$ cat src/rtl/enemy_fire_sched.sv
// rtl/enemy_fire_sched.sv - enemy missile fire scheduler (optional LFSR start: ENEMY_FIRE_SCHED_RANDOM_EN)
module enemy_fire_sched #(
    parameter int FRAMES_BASE    = 60,
    parameter int FRAMES_STEP    = 4,
    parameter int FRAMES_MIN     = 8,
    parameter int MAX_INFLIGHT   = 3,
    parameter int HOLDOFF_FRAMES = 120
) (
    input  logic       pclk,
    input  logic       rst,
    input  logic       vsync_in,
    input  logic [4:0] alive,
    input  logic [4:0] busy,
    input  logic [3:0] level_in,
    input  logic       level_change,
    output logic [4:0] fire,
    output logic [2:0] fire_id,
    output logic [2:0] inflight,
    output logic       holdoff
);

    localparam logic [1:0] S_IDLE    = 2'd0;
    localparam logic [1:0] S_SEARCH  = 2'd1;
    localparam logic [1:0] S_GRANT   = 2'd2;
    localparam logic [1:0] S_HOLDOFF = 2'd3;

    localparam logic [15:0] BASE16    = 16'(FRAMES_BASE);
    localparam logic [7:0]  MIN8      = 8'(FRAMES_MIN);
    localparam logic [2:0]  MAX3      = 3'(MAX_INFLIGHT);
    localparam logic [7:0]  HOLD_LAST = 8'(HOLDOFF_FRAMES - 1);

    logic       vsync_q, vsync_d1_q, armed_q, tick_q;
    logic [1:0] state_q, state_d;
    logic [7:0] cnt_q, cnt_d;
    logic [2:0] ptr_q, ptr_d;
    logic [2:0] tries_q, tries_d;
    logic [2:0] inflight_q, inflight_d;

    logic [3:0]  lvl_eff;
    logic [15:0] step_total;
    logic [7:0]  interval_raw, interval;
    logic [2:0]  ptr_inc;
    logic        eligible;

`ifdef ENEMY_FIRE_SCHED_RANDOM_EN
    logic [4:0] lfsr_q;
    logic [2:0] lfsr_mod5;

    // Free-running 5-bit Fibonacci LFSR (taps 5,3) seeding the search start
    always_ff @(posedge pclk or posedge rst) begin
        if (rst) lfsr_q <= 5'b10101;
        else     lfsr_q <= {lfsr_q[3:0], lfsr_q[4] ^ lfsr_q[2]};
    end

    assign lfsr_mod5 = 3'(lfsr_q % 5'd5);
`endif

    // Frame tick: edge on the registered vsync; the first cycle after reset
    // primes the history with the live input so an already-high vsync is no edge
    always_ff @(posedge pclk or posedge rst) begin
        if (rst) begin
            vsync_q    <= 1'b0;
            vsync_d1_q <= 1'b0;
            armed_q    <= 1'b0;
            tick_q     <= 1'b0;
        end else begin
            vsync_q    <= vsync_in;
            vsync_d1_q <= armed_q ? vsync_q : vsync_in;
            armed_q    <= 1'b1;
            tick_q     <= vsync_q & ~vsync_d1_q;
        end
    end

    // Shot interval from level, saturated at 0 then floored at FRAMES_MIN
    always_comb begin
        lvl_eff      = (level_in == 4'd0) ? 4'd1 : level_in;
        step_total   = 16'(FRAMES_STEP) * {12'd0, lvl_eff - 4'd1};
        interval_raw = (step_total >= BASE16) ? 8'd0 : 8'(BASE16 - step_total);
        interval     = (interval_raw < MIN8) ? MIN8 : interval_raw;
    end

    // Popcount of busy, registered below so eligibility sees a stable value
    always_comb begin
        inflight_d = {2'b00, busy[0]} + {2'b00, busy[1]} + {2'b00, busy[2]}
                   + {2'b00, busy[3]} + {2'b00, busy[4]};
    end

    assign ptr_inc  = (ptr_q == 3'd4) ? 3'd0 : ptr_q + 3'd1;
    assign eligible = alive[ptr_q] & ~busy[ptr_q] & (inflight_q < MAX3);

    // Next-state logic; a level change overrides everything, including a grant
    always_comb begin
        state_d = state_q;
        cnt_d   = cnt_q;
        ptr_d   = ptr_q;
        tries_d = tries_q;
        if (level_change) begin
            state_d = S_HOLDOFF;
            cnt_d   = 8'd0;
            ptr_d   = 3'd0;
            tries_d = 3'd0;
        end else begin
            case (state_q)
                S_IDLE: begin
                    if (tick_q) begin
                        if (cnt_q >= interval - 8'd1) begin
                            state_d = S_SEARCH;
                            cnt_d   = 8'd0;
                            tries_d = 3'd0;
`ifdef ENEMY_FIRE_SCHED_RANDOM_EN
                            ptr_d   = lfsr_mod5;
`endif
                        end else begin
                            cnt_d = cnt_q + 8'd1;
                        end
                    end
                end
                S_SEARCH: begin
                    if (eligible) begin
                        state_d = S_GRANT;
                    end else begin
                        ptr_d = ptr_inc;
                        if (tries_q == 3'd4) begin
                            state_d = S_IDLE;
                            cnt_d   = 8'd0;
                        end else begin
                            tries_d = tries_q + 3'd1;
                        end
                    end
                end
                S_GRANT: begin
                    ptr_d   = ptr_inc;
                    state_d = S_IDLE;
                end
                S_HOLDOFF: begin
                    if (tick_q) begin
                        if (cnt_q >= HOLD_LAST) begin
                            state_d = S_IDLE;
                            cnt_d   = 8'd0;
                        end else begin
                            cnt_d = cnt_q + 8'd1;
                        end
                    end
                end
                default: state_d = S_IDLE;
            endcase
        end
    end

    // Scheduler state registers
    always_ff @(posedge pclk or posedge rst) begin
        if (rst) begin
            state_q    <= S_IDLE;
            cnt_q      <= 8'd0;
            ptr_q      <= 3'd0;
            tries_q    <= 3'd0;
            inflight_q <= 3'd0;
        end else begin
            state_q    <= state_d;
            cnt_q      <= cnt_d;
            ptr_q      <= ptr_d;
            tries_q    <= tries_d;
            inflight_q <= inflight_d;
        end
    end

    // Outputs decode straight from registers, so reset clears them at once
    always_comb begin
        fire    = 5'd0;
        fire_id = 3'd0;
        if (state_q == S_GRANT) begin
            fire    = 5'b00001 << ptr_q;
            fire_id = ptr_q + 3'd1;
        end
    end

    assign inflight = inflight_q;
    assign holdoff  = (state_q == S_HOLDOFF);

endmodule

$ cat config.mk
export PLATFORM = sky130hd
export DESIGN_NAME = enemy_fire_sched
export DESIGN_NICKNAME = d
export VERILOG_FILES = /design/src/rtl/enemy_fire_sched.sv
export SDC_FILE = /design/constraint.sdc
export NUM_CORES = 1
export LEC_CHECK = 0
export ABC_AREA = 1
export CAP_MARGIN = 20
export CELL_PAD_IN_SITES_DETAIL_PLACEMENT = 0
export CELL_PAD_IN_SITES_GLOBAL_PLACEMENT = 2
export CORE_ASPECT_RATIO = 0.9
export CORE_MARGIN = 1.5
export CORE_UTILIZATION = 32
export CTS_CLUSTER_DIAMETER = 80
export DETAILED_ROUTE_END_ITERATION = 16
export DONT_BUFFER_PORTS = 1
export PLACE_DENSITY = 0.71
export SLEW_MARGIN = 20
export SYNTH_ARGS = -nofsm -noshare
export SYNTH_HDL_FRONTEND = slang
export SYNTH_SLANG_ARGS = --single-unit
$ cat constraint.sdc
create_clock -name pclk -period 1.4 [get_ports pclk]
set_input_delay 0.28 -clock pclk [delete_from_list [all_inputs] [get_ports pclk]]
set_output_delay 0.28 -clock pclk [all_outputs]
set_load 0.01 [all_outputs]
==> results_tabular.tex, run 1 <==
\begin{tabular}{lr}
\hline
Metric & Value \\
\hline
\multicolumn{2}{l}{\textbf{Clock tree}} \\
\quad Maximum buffer depth of the clock tree & 2 \\
\quad Worst-Skew Late Latency & 0.27 ns \\
\quad Clk sinks & 23 \\
\quad TritonCTS clock tree & built \\
\quad Clock transition at the registers of the reported paths & 0.09 ns \\
\quad CTS root buf & sky130\_fd\_sc\_hd\_\_clkbuf\_8 \\
\quad H-tree lvl count & 1 \\
\quad Number of buffers created by CTS & 3 \\
\multicolumn{2}{l}{\textbf{Power}} \\
\quad Pint & 2.18 mW \\
\quad P\_leak & 1.16 nW \\
\quad Total power draw & between 3 and 4 mW \\
\quad Switching share of power & 44.4\% \\
\quad Relative contribution of sequential cells to total power & 23.3\% \\
\quad P\_sw & 1.74 mW \\
\quad Clock group share of total power & 11.3\% \\
\quad Part of the power in combinational logic & 65.5\% \\
\quad Power density cells & 1550 mW/mm² \\
\quad Worst vdd ir & 772 µV \\
\multicolumn{2}{l}{\textbf{STA}} \\
\quad Min Clock Period, post-route & about 1.6 ns \\
\quad Skew final & approximately 0.0011 ns \\
\quad Final count of negative-setup-slack endpoints & 24 \\
\quad Final Hold Viols & 0 \\
\quad Post-route setup slack & -0.176 ns \\
\quad Unrepaired setup endpoints after global routing & yes \\
\quad Final-report max-slew violation count & 0 \\
\quad Post-route clock period utilization & 113\% \\
\quad Maximum operating frequency & 0.634 GHz \\
\multicolumn{2}{l}{\textbf{Layout}} \\
\quad Number of antenna diodes & 0 \\
\quad Filler cell count & 466 \\
\quad Sequential standard cell area & 578 µm² \\
\quad Area of all placed cells without fillers & 0.00253 mm² \\
\quad Area added between synthesis and finish & 54.5\% \\
\quad Area of combinational cells with multiple inputs & 0.00130 mm² \\
\quad Fraction of layout cells with a size suffix above 1 & a little under half \\
\quad Net count reported at finish & a little over 300 \\
\multicolumn{2}{l}{\textbf{GRT}} \\
\quad Met1 Use GR & around 22\% \\
\quad Global-route wire length before repair & 7.20 mm \\
\quad Met3 track utilization from global routing & slightly above 3\% \\
\quad Via count of the first global-routing pass & 1,541 \\
\quad GRT overflow & 0 \\
\quad Maximum number of pins on one net before global-route repair & 24 \\
\quad Met2 layer usage reported by global route & 29.1\% \\
\quad Global Route Usage Sum & 16.6\% \\
\quad GR peak layer & met2 \\
\quad Number of antenna violations at the first check in global routing & 0 \\
\multicolumn{2}{l}{\textbf{Die}} \\
\quad Rows & 24 \\
\quad Die width & 78.5 µm \\
\quad Height of the die & 70.9 µm \\
\quad Initial core utilization & 33.5\% \\
\quad Number of placed I/O pins & 30 \\
\quad Die area & approximately 0.0056 mm² \\
\quad Area of the core & 0.00489 mm² \\
\multicolumn{2}{l}{\textbf{Run}} \\
\quad Maximum Capacitance Violations & 0 \\
\multicolumn{2}{l}{\textbf{Synthesis}} \\
\quad Post-Synthesis Cell Area & between 0.0015 and 0.002 mm² \\
\quad Number of register bits inferred by synthesis & 23 \\
\quad Unique masters post-synth & 26 \\
\quad Synth Warn \# & 0 \\
\quad Mapped Avg Cell Area & between 7 and 8 µm² \\
\quad Synthesized instance count & $\sim$220 \\
\quad Portion of the post-synthesis area used by sequential elements & 35.1\% \\
\multicolumn{2}{l}{\textbf{Critical path}} \\
\quad Arrival time at the worst endpoint & 1.30 ns \\
\quad Critical Setup Path Class & register to primary output \\
\quad Worst R2R Setup Slack & -0.16 ns \\
\quad Reg-to-reg startpoint & cnt\_q[6] \\
\quad Startpoint class of the critical path & register \\
\quad Critical Path RT & 1.12 ns \\
\quad Worst setup path end & fire\_id[1] \\
\quad Top fanout value on the critical path & 4 \\
\quad Worst reg2reg endpoint & tries\_q[0] \\
\quad Number of cells traversed by the worst register-to-register path & 8 \\
\quad Endpoint kind of the worst setup timing path & primary output \\
\quad Critical path origin & ptr\_q[1] \\
\multicolumn{2}{l}{\textbf{Hold path}} \\
\quad Type of the tightest min-delay check & input port to register \\
\quad Startpoint of the tightest hold check path & vsync\_in \\
\multicolumn{2}{l}{\textbf{Drt}} \\
\quad Number of DRC violations after detailed routing & 0 \\
\quad Detailed router's first-iteration violation count & 73 \\
\quad Total length of routed wires & 4.55 mm \\
\quad First-pass iteration count of the detailed router & 4 \\
\quad Vias post-DR & 1,564 \\
\quad Average routed wire per standard cell & around 13 µm \\
\quad Final antenna-violating net count & 0 \\
\quad Via density & 4.63 \\
\multicolumn{2}{l}{\textbf{Status}} \\
\quad Violated checks & negative setup slack \\
\quad Outcome & finished, violations left \\
\multicolumn{2}{l}{\textbf{Placed design}} \\
\quad Number of input and output port buffers inserted & 0 \\
\quad Final weighted congestion in routability-driven placement & between 0.7 and 0.8 \\
\quad Final HPWL from detailed placement & around 3.2 mm \\
\quad Placed cell area & slightly below 0.002 mm² \\
\hline
\end{tabular}
==> power by group through the flow <==
stage / sequential, mW / clock (mW) / combinational (mW)
6_report: 0.911 / 0.442 / 2.57
2_1_floorplan: 0.945 / 0 / 0.948
5_1_grt: 0.928 / 0.489 / 2.79
4_1_cts: 0.903 / 0.467 / 2.34
3_5_place_dp: 0.940 / 0 / 1.62
3_3_place_gp: 0.936 / 0 / 1.58
==> timing repair <==
action,CTS,global route
endpoints found under the hold margin,23,0
gates resized for setup,56,42
endpoints found under the setup margin,24,24
pin swaps,21,15
setup buffers,8,5
cloned,1,0
hold buffers,1,0
==> flip-flops by register name, indices dropped and copies added (netlist names) <==
name / cells
cnt_q: 8
inflight: 3
ptr_q: 3
tries_q: 3
state_q: 2
armed_q: 1
tick_q: 1
vsync_d1_q: 1
vsync_q: 1
==> logic make-up after synthesis <==
kind of cell | share of synthesized area [%]
buf+inv | 7.55
fa+ha+maj | 13.9
compound gates | 8.01
flops | 35.1
other cells | 0.229
simple gates | 33.1
xor+xnor | 2.14
==> cells in the mapped netlist, drive strengths merged <==
cell type	number	area, µm²
ha	15	188
dfrtp	23	576
a21boi	1	7.51
nand2	61	259
nand4	3	18.8
xor2	3	26.3
conb	1	3.75
a21oi	7	35.0
a21o	1	7.51
clkbuf	2	7.51
nand3	22	120
o21ai	15	75.1
nand3b	1	7.51
nor2	29	116
inv	31	116
xnor2	1	8.76
fa	2	40.0
nor3	2	21.3
a31oi	1	6.26
==> critical path, stage by stage (launching register included) <==
cell and delay, ns:
sky130_fd_sc_hd__dfrtp_1 0.43, sky130_fd_sc_hd__buf_6 0.14, sky130_fd_sc_hd__inv_6 0.04, sky130_fd_sc_hd__ha_4 0.26
sky130_fd_sc_hd__inv_2 0.04, sky130_fd_sc_hd__nor2_4 0.11
==> worst min-delay path by stage <==
stage                         end  depth (start not counted)
final                     vsync_q                          0
after global routing      vsync_q                          0
after CTS                 vsync_q                          0
after detailed placement  vsync_q                          2
after global placement    armed_q                          2
after floorplan           armed_q                          1
==> routing by layer <==
metal | routed length (µm) | vias to the layer above
met3 | 107 | 2
met4 | 15 | 0
met5 | 0 | -
met2 | 2300 | 21
met1 | 2130 | 735
li1 | - | 806
==> cell type report <==
cell class | count | area share [%]
Sequential cell | 23 | 22.8
Clock buffer | 3 | 1.63
Timing Repair Buffer | 47 | 16.0
Tap cell | 65 | 3.21
Inverter | 31 | 4.79
Clock inverter | 1 | 0.296
Multi-Input combinational cell | 168 | 51.2
==> cell usage in the layout, fill, tap and decap left out, types with 2 or more instances in the layout <==
cell                        n
sky130_fd_sc_hd__nor2_4     8
sky130_fd_sc_hd__nand3_2    6
sky130_fd_sc_hd__dfrtp_1   21
sky130_fd_sc_hd__a21oi_2    2
sky130_fd_sc_hd__o21ai_1    9
sky130_fd_sc_hd__o21ai_2    5
sky130_fd_sc_hd__conb_1     3
sky130_fd_sc_hd__nand3_1   14
sky130_fd_sc_hd__ha_4       7
sky130_fd_sc_hd__xor2_1     3
sky130_fd_sc_hd__inv_2      9
sky130_fd_sc_hd__nor2_1    12
sky130_fd_sc_hd__nand2_2   14
sky130_fd_sc_hd__buf_4     37
sky130_fd_sc_hd__nor2_2     9
sky130_fd_sc_hd__ha_2       4
sky130_fd_sc_hd__buf_6      7
sky130_fd_sc_hd__nand2_8    2
sky130_fd_sc_hd__a21oi_1    4
sky130_fd_sc_hd__nand3_4    2
sky130_fd_sc_hd__buf_12     2
sky130_fd_sc_hd__nand2_1   40
sky130_fd_sc_hd__clkbuf_8   3
sky130_fd_sc_hd__nand2_4    6
sky130_fd_sc_hd__nand4_1    3
sky130_fd_sc_hd__inv_1     21
sky130_fd_sc_hd__ha_1       4
sky130_fd_sc_hd__dfrtp_2    2
==> stage by stage <==
step                setup slack [ns]  utilization [%]  hold slack [ns]  TNS [ns]  std cells
floorplan                    -0.0833                -            0.282    -0.851        223
global placement              -0.228             40.5            0.230     -3.22        320
detailed placement            -0.333             40.5            0.242     -4.17        320
CTS                           -0.146             48.2           0.0126     -2.59        334
global route                  -0.269             51.8         0.000692     -4.24        338
finish                        -0.176             51.8           0.0297     -2.43        338
Note: power is estimated with default switching activity, not from simulation.
==> run 2: changes to the inputs <==
- CORE_UTILIZATION: 32 -> 33
- CTS_BUF_LIST: default -> sky130_fd_sc_hd__clkbuf_4 sky130_fd_sc_hd__clkbuf_8
- PLACE_DENSITY: 0.71 -> 0.73
==> run 2 against run 1 <==
The flow still finishes with violations (negative setup slack). Die area decreased by 2.9%. Worst setup slack improved by 0.0024 ns. Utilization is 4.2 points higher. Non-clock buffer count increased by 9. Critical path depth rose by 3. Count of clock-buffer cells in the layout stayed put. Register-to-register slack hardly changed. Combinational power up 12%. Sequential share of layout area down 1.3 points. Clock power barely moved.
==> results_tabular.tex, run 2 (synthesized netlist as in run 1, its figures left out) <==
\begin{tabular}{lr}
\hline
Metric & Value \\
\hline
\multicolumn{2}{l}{\textbf{Status}} \\
\quad Outcome & finished, violations left \\
\quad Violated checks & negative setup slack \\
\multicolumn{2}{l}{\textbf{Clock tree}} \\
\quad Maximum buffer depth of the clock tree & 2 \\
\quad Clock transition at the registers of the reported paths & 0.09 ns \\
\quad Worst-Skew Late Latency & 0.27 ns \\
\quad TritonCTS clock tree & built \\
\quad Clk sinks & 23 \\
\quad CTS root buf & sky130\_fd\_sc\_hd\_\_clkbuf\_8 \\
\quad Number of buffers created by CTS & 3 \\
\quad H-tree lvl count & 1 \\
\multicolumn{2}{l}{\textbf{STA}} \\
\quad Setup TNS & -2.92 ns \\
\quad Maximum operating frequency & 0.635 GHz \\
\quad Unrepaired setup endpoints after global routing & yes \\
\quad Final Hold Viols & 0 \\
\quad Final count of negative-setup-slack endpoints & 24 \\
\quad Post-route clock period utilization & 112\% \\
\quad Hold Slack & between 0.02 and 0.03 ns \\
\quad Post-route setup slack & -0.174 ns \\
\quad Skew final & 0.00535 ns \\
\quad Min Clock Period, post-route & 1.57 ns \\
\quad Final-report max-slew violation count & 0 \\
\multicolumn{2}{l}{\textbf{Power}} \\
\quad Switching share of power & 44.3\% \\
\quad P\_sw & 1.88 mW \\
\quad P\_leak & 1.23 nW \\
\quad Part of the power in combinational logic & 67.8\% \\
\quad Pint & $\sim$2.4 mW \\
\quad Total power draw & 4.24 mW \\
\quad Relative contribution of sequential cells to total power & between 20\% and 30\% \\
\quad Power density cells & 1580 mW/mm² \\
\quad Clock group share of total power & 10.4\% \\
\quad Worst vdd ir & 803 µV \\
\multicolumn{2}{l}{\textbf{Layout}} \\
\quad Number of antenna diodes & 0 \\
\quad Area of all placed cells without fillers & 0.00269 mm² \\
\quad Area added between synthesis and finish & 63.8\% \\
\quad Number of flip-flops under the largest register name & 8 \\
\quad Net count reported at finish & 318 \\
\quad Fraction of layout cells with a size suffix above 1 & between 50 and 60\% \\
\quad Filler cell count & between 400 and 500 \\
\quad Commonest cells after routing, fill and taps aside & 42 x sky130\_fd\_sc\_hd\_\_buf\_4, 38 x sky130\_fd\_sc\_hd\_\_nand2\_1, 21 x sky130\_fd\_sc\_hd\_\_dfrtp\_1 \\
\quad Sequential standard cell area & 578 µm² \\
\quad Register with the most flip-flops & cnt\_q \\
\quad Most common library cell in the layout ignoring fill and taps & sky130\_fd\_sc\_hd\_\_buf\_4 \\
\quad Area of combinational cells with multiple inputs & roughly 0.0014 mm² \\
\multicolumn{2}{l}{\textbf{Drt}} \\
\quad Vias post-DR & 1,675 \\
\quad Final antenna-violating net count & 0 \\
\quad Average routed wire per standard cell & 13.2 µm \\
\quad Via density & between 4 and 5 \\
\quad First-pass iteration count of the detailed router & 4 \\
\quad Total length of routed wires & 4.58 mm \\
\quad Number of DRC violations after detailed routing & 0 \\
\quad Detailed router's first-iteration violation count & a little under 90 \\
\multicolumn{2}{l}{\textbf{Placed design}} \\
\quad Final weighted congestion in routability-driven placement & $\sim$0.76 \\
\quad Setup WS pre-CTS & -0.299 ns \\
\quad Final HPWL from detailed placement & around 3.1 mm \\
\quad Number of input and output port buffers inserted & 0 \\
\quad Placed cell area & 0.00201 mm² \\
\multicolumn{2}{l}{\textbf{GRT}} \\
\quad Global-route wire length before repair & about 7.3 mm \\
\quad Via count of the first global-routing pass & 1,629 \\
\quad Number of antenna violations at the first check in global routing & 0 \\
\quad GRT overflow & 0 \\
\quad Global Route Usage Sum & about 17\% \\
\quad Maximum number of pins on one net before global-route repair & 24 \\
\multicolumn{2}{l}{\textbf{Die}} \\
\quad Die area & $\sim$0.0054 mm² \\
\quad Number of placed I/O pins & 30 \\
\quad Rows & 24 \\
\quad Initial core utilization & about 34\% \\
\quad Height of the die & 69.9 µm \\
\quad Area of the core & $\sim$0.0048 mm² \\
\quad Die width & 77.3 µm \\
\multicolumn{2}{l}{\textbf{Critical path}} \\
\quad Endpoint kind of the worst setup timing path & register \\
\quad Critical Path RT & $\sim$1.6 ns \\
\quad Critical Setup Path Class & register to register \\
\quad Top fanout value on the critical path & 5 \\
\quad Startpoint class of the critical path & register \\
\quad Arrival time at the worst endpoint & 1.78 ns \\
\multicolumn{2}{l}{\textbf{Run}} \\
\quad Maximum Capacitance Violations & 0 \\
\multicolumn{2}{l}{\textbf{Hold path}} \\
\quad Type of the tightest min-delay check & input port to register \\
\hline
\end{tabular}
[run 2: cell count changes in the layout (fill, tap and decap cells not counted), moves of 2 or more]
cell / change
sky130_fd_sc_hd__o21ai_1: -3
sky130_fd_sc_hd__o21ai_0: +2
sky130_fd_sc_hd__nand2_1: -2
sky130_fd_sc_hd__nand3_2: +3
sky130_fd_sc_hd__buf_6: +4
sky130_fd_sc_hd__nor2_4: +4
sky130_fd_sc_hd__nand3_1: -2
sky130_fd_sc_hd__buf_4: +5
sky130_fd_sc_hd__ha_2: -2
sky130_fd_sc_hd__nor2_2: -5
[run 2: cell type report]
cell class / instances / share of cell area, %
Multi-Input combinational cell: 168 / 50.6
Timing Repair Buffer: 56 / 18.5
Tap cell: 65 / 3.03
Inverter: 31 / 4.61
Clock inverter: 1 / 0.279
Clock buffer: 3 / 1.54
Sequential cell: 23 / 21.5
[run 2: metrics by stage]
stage | utilization [%] | instances
after floorplan | - | 223
after global placement | 41.8 | 323
after detailed placement | 41.8 | 323
after CTS | 49.5 | 341
after global routing | 55.9 | 347
final | 55.9 | 347
[run 2: path summary, 6_finish.rpt]
kind,start,to,slack [ns],cells past startpoint
worst max register to register,state_q[1],cnt_q[0],-0.17,8
worst min register to register,vsync_d1_q,tick_q,0.40,1
min in group asynchronous,rst,armed_q,0.49,3
worst max-delay path,state_q[1],cnt_q[0],-0.17,8
worst min-delay path,vsync_in,vsync_q,0.03,0
max in group asynchronous,rst,ptr_q[1],0.64,3
[run 2: metal layers]
metal	up-vias	track usage (%)	part of all wire [%]
met1	800	21.9	45
met2	35	28.1	51
met4	0	6.06	1.5
met3	8	3.53	3.3
met5	-	0	0
li1	832	-	-
[run 2: repair_timing]
item	4_1_cts	5_1_grt
buffers inserted	11	6
setup endpoints to repair	24	25
resized for setup	56	57
cloned	2	0
endpoints found under the hold margin	23	0
hold buffers	1	0
pin swaps	13	34
[run 2: worst max-delay path, stage by stage, from the launching register on]
cell and delay, ns:
sky130_fd_sc_hd__dfrtp_1 0.43, sky130_fd_sc_hd__buf_6 0.14, sky130_fd_sc_hd__buf_6 0.12, sky130_fd_sc_hd__nand2_8 0.08, sky130_fd_sc_hd__nor2_4 0.04, sky130_fd_sc_hd__nor3_4 0.23, sky130_fd_sc_hd__buf_6 0.15, sky130_fd_sc_hd__nand3_4 0.13
sky130_fd_sc_hd__o21ai_2 0.17
[run 2: power by group through the flow]
stage	Sequential [mW]	Combinational (mW)	Clock, mW
after global routing	0.940	3.11	0.478
final	0.922	2.88	0.441
after CTS	0.907	2.40	0.453
after global placement	0.937	1.55	0
after detailed placement	0.937	1.58	0
after floorplan	0.945	0.948	0
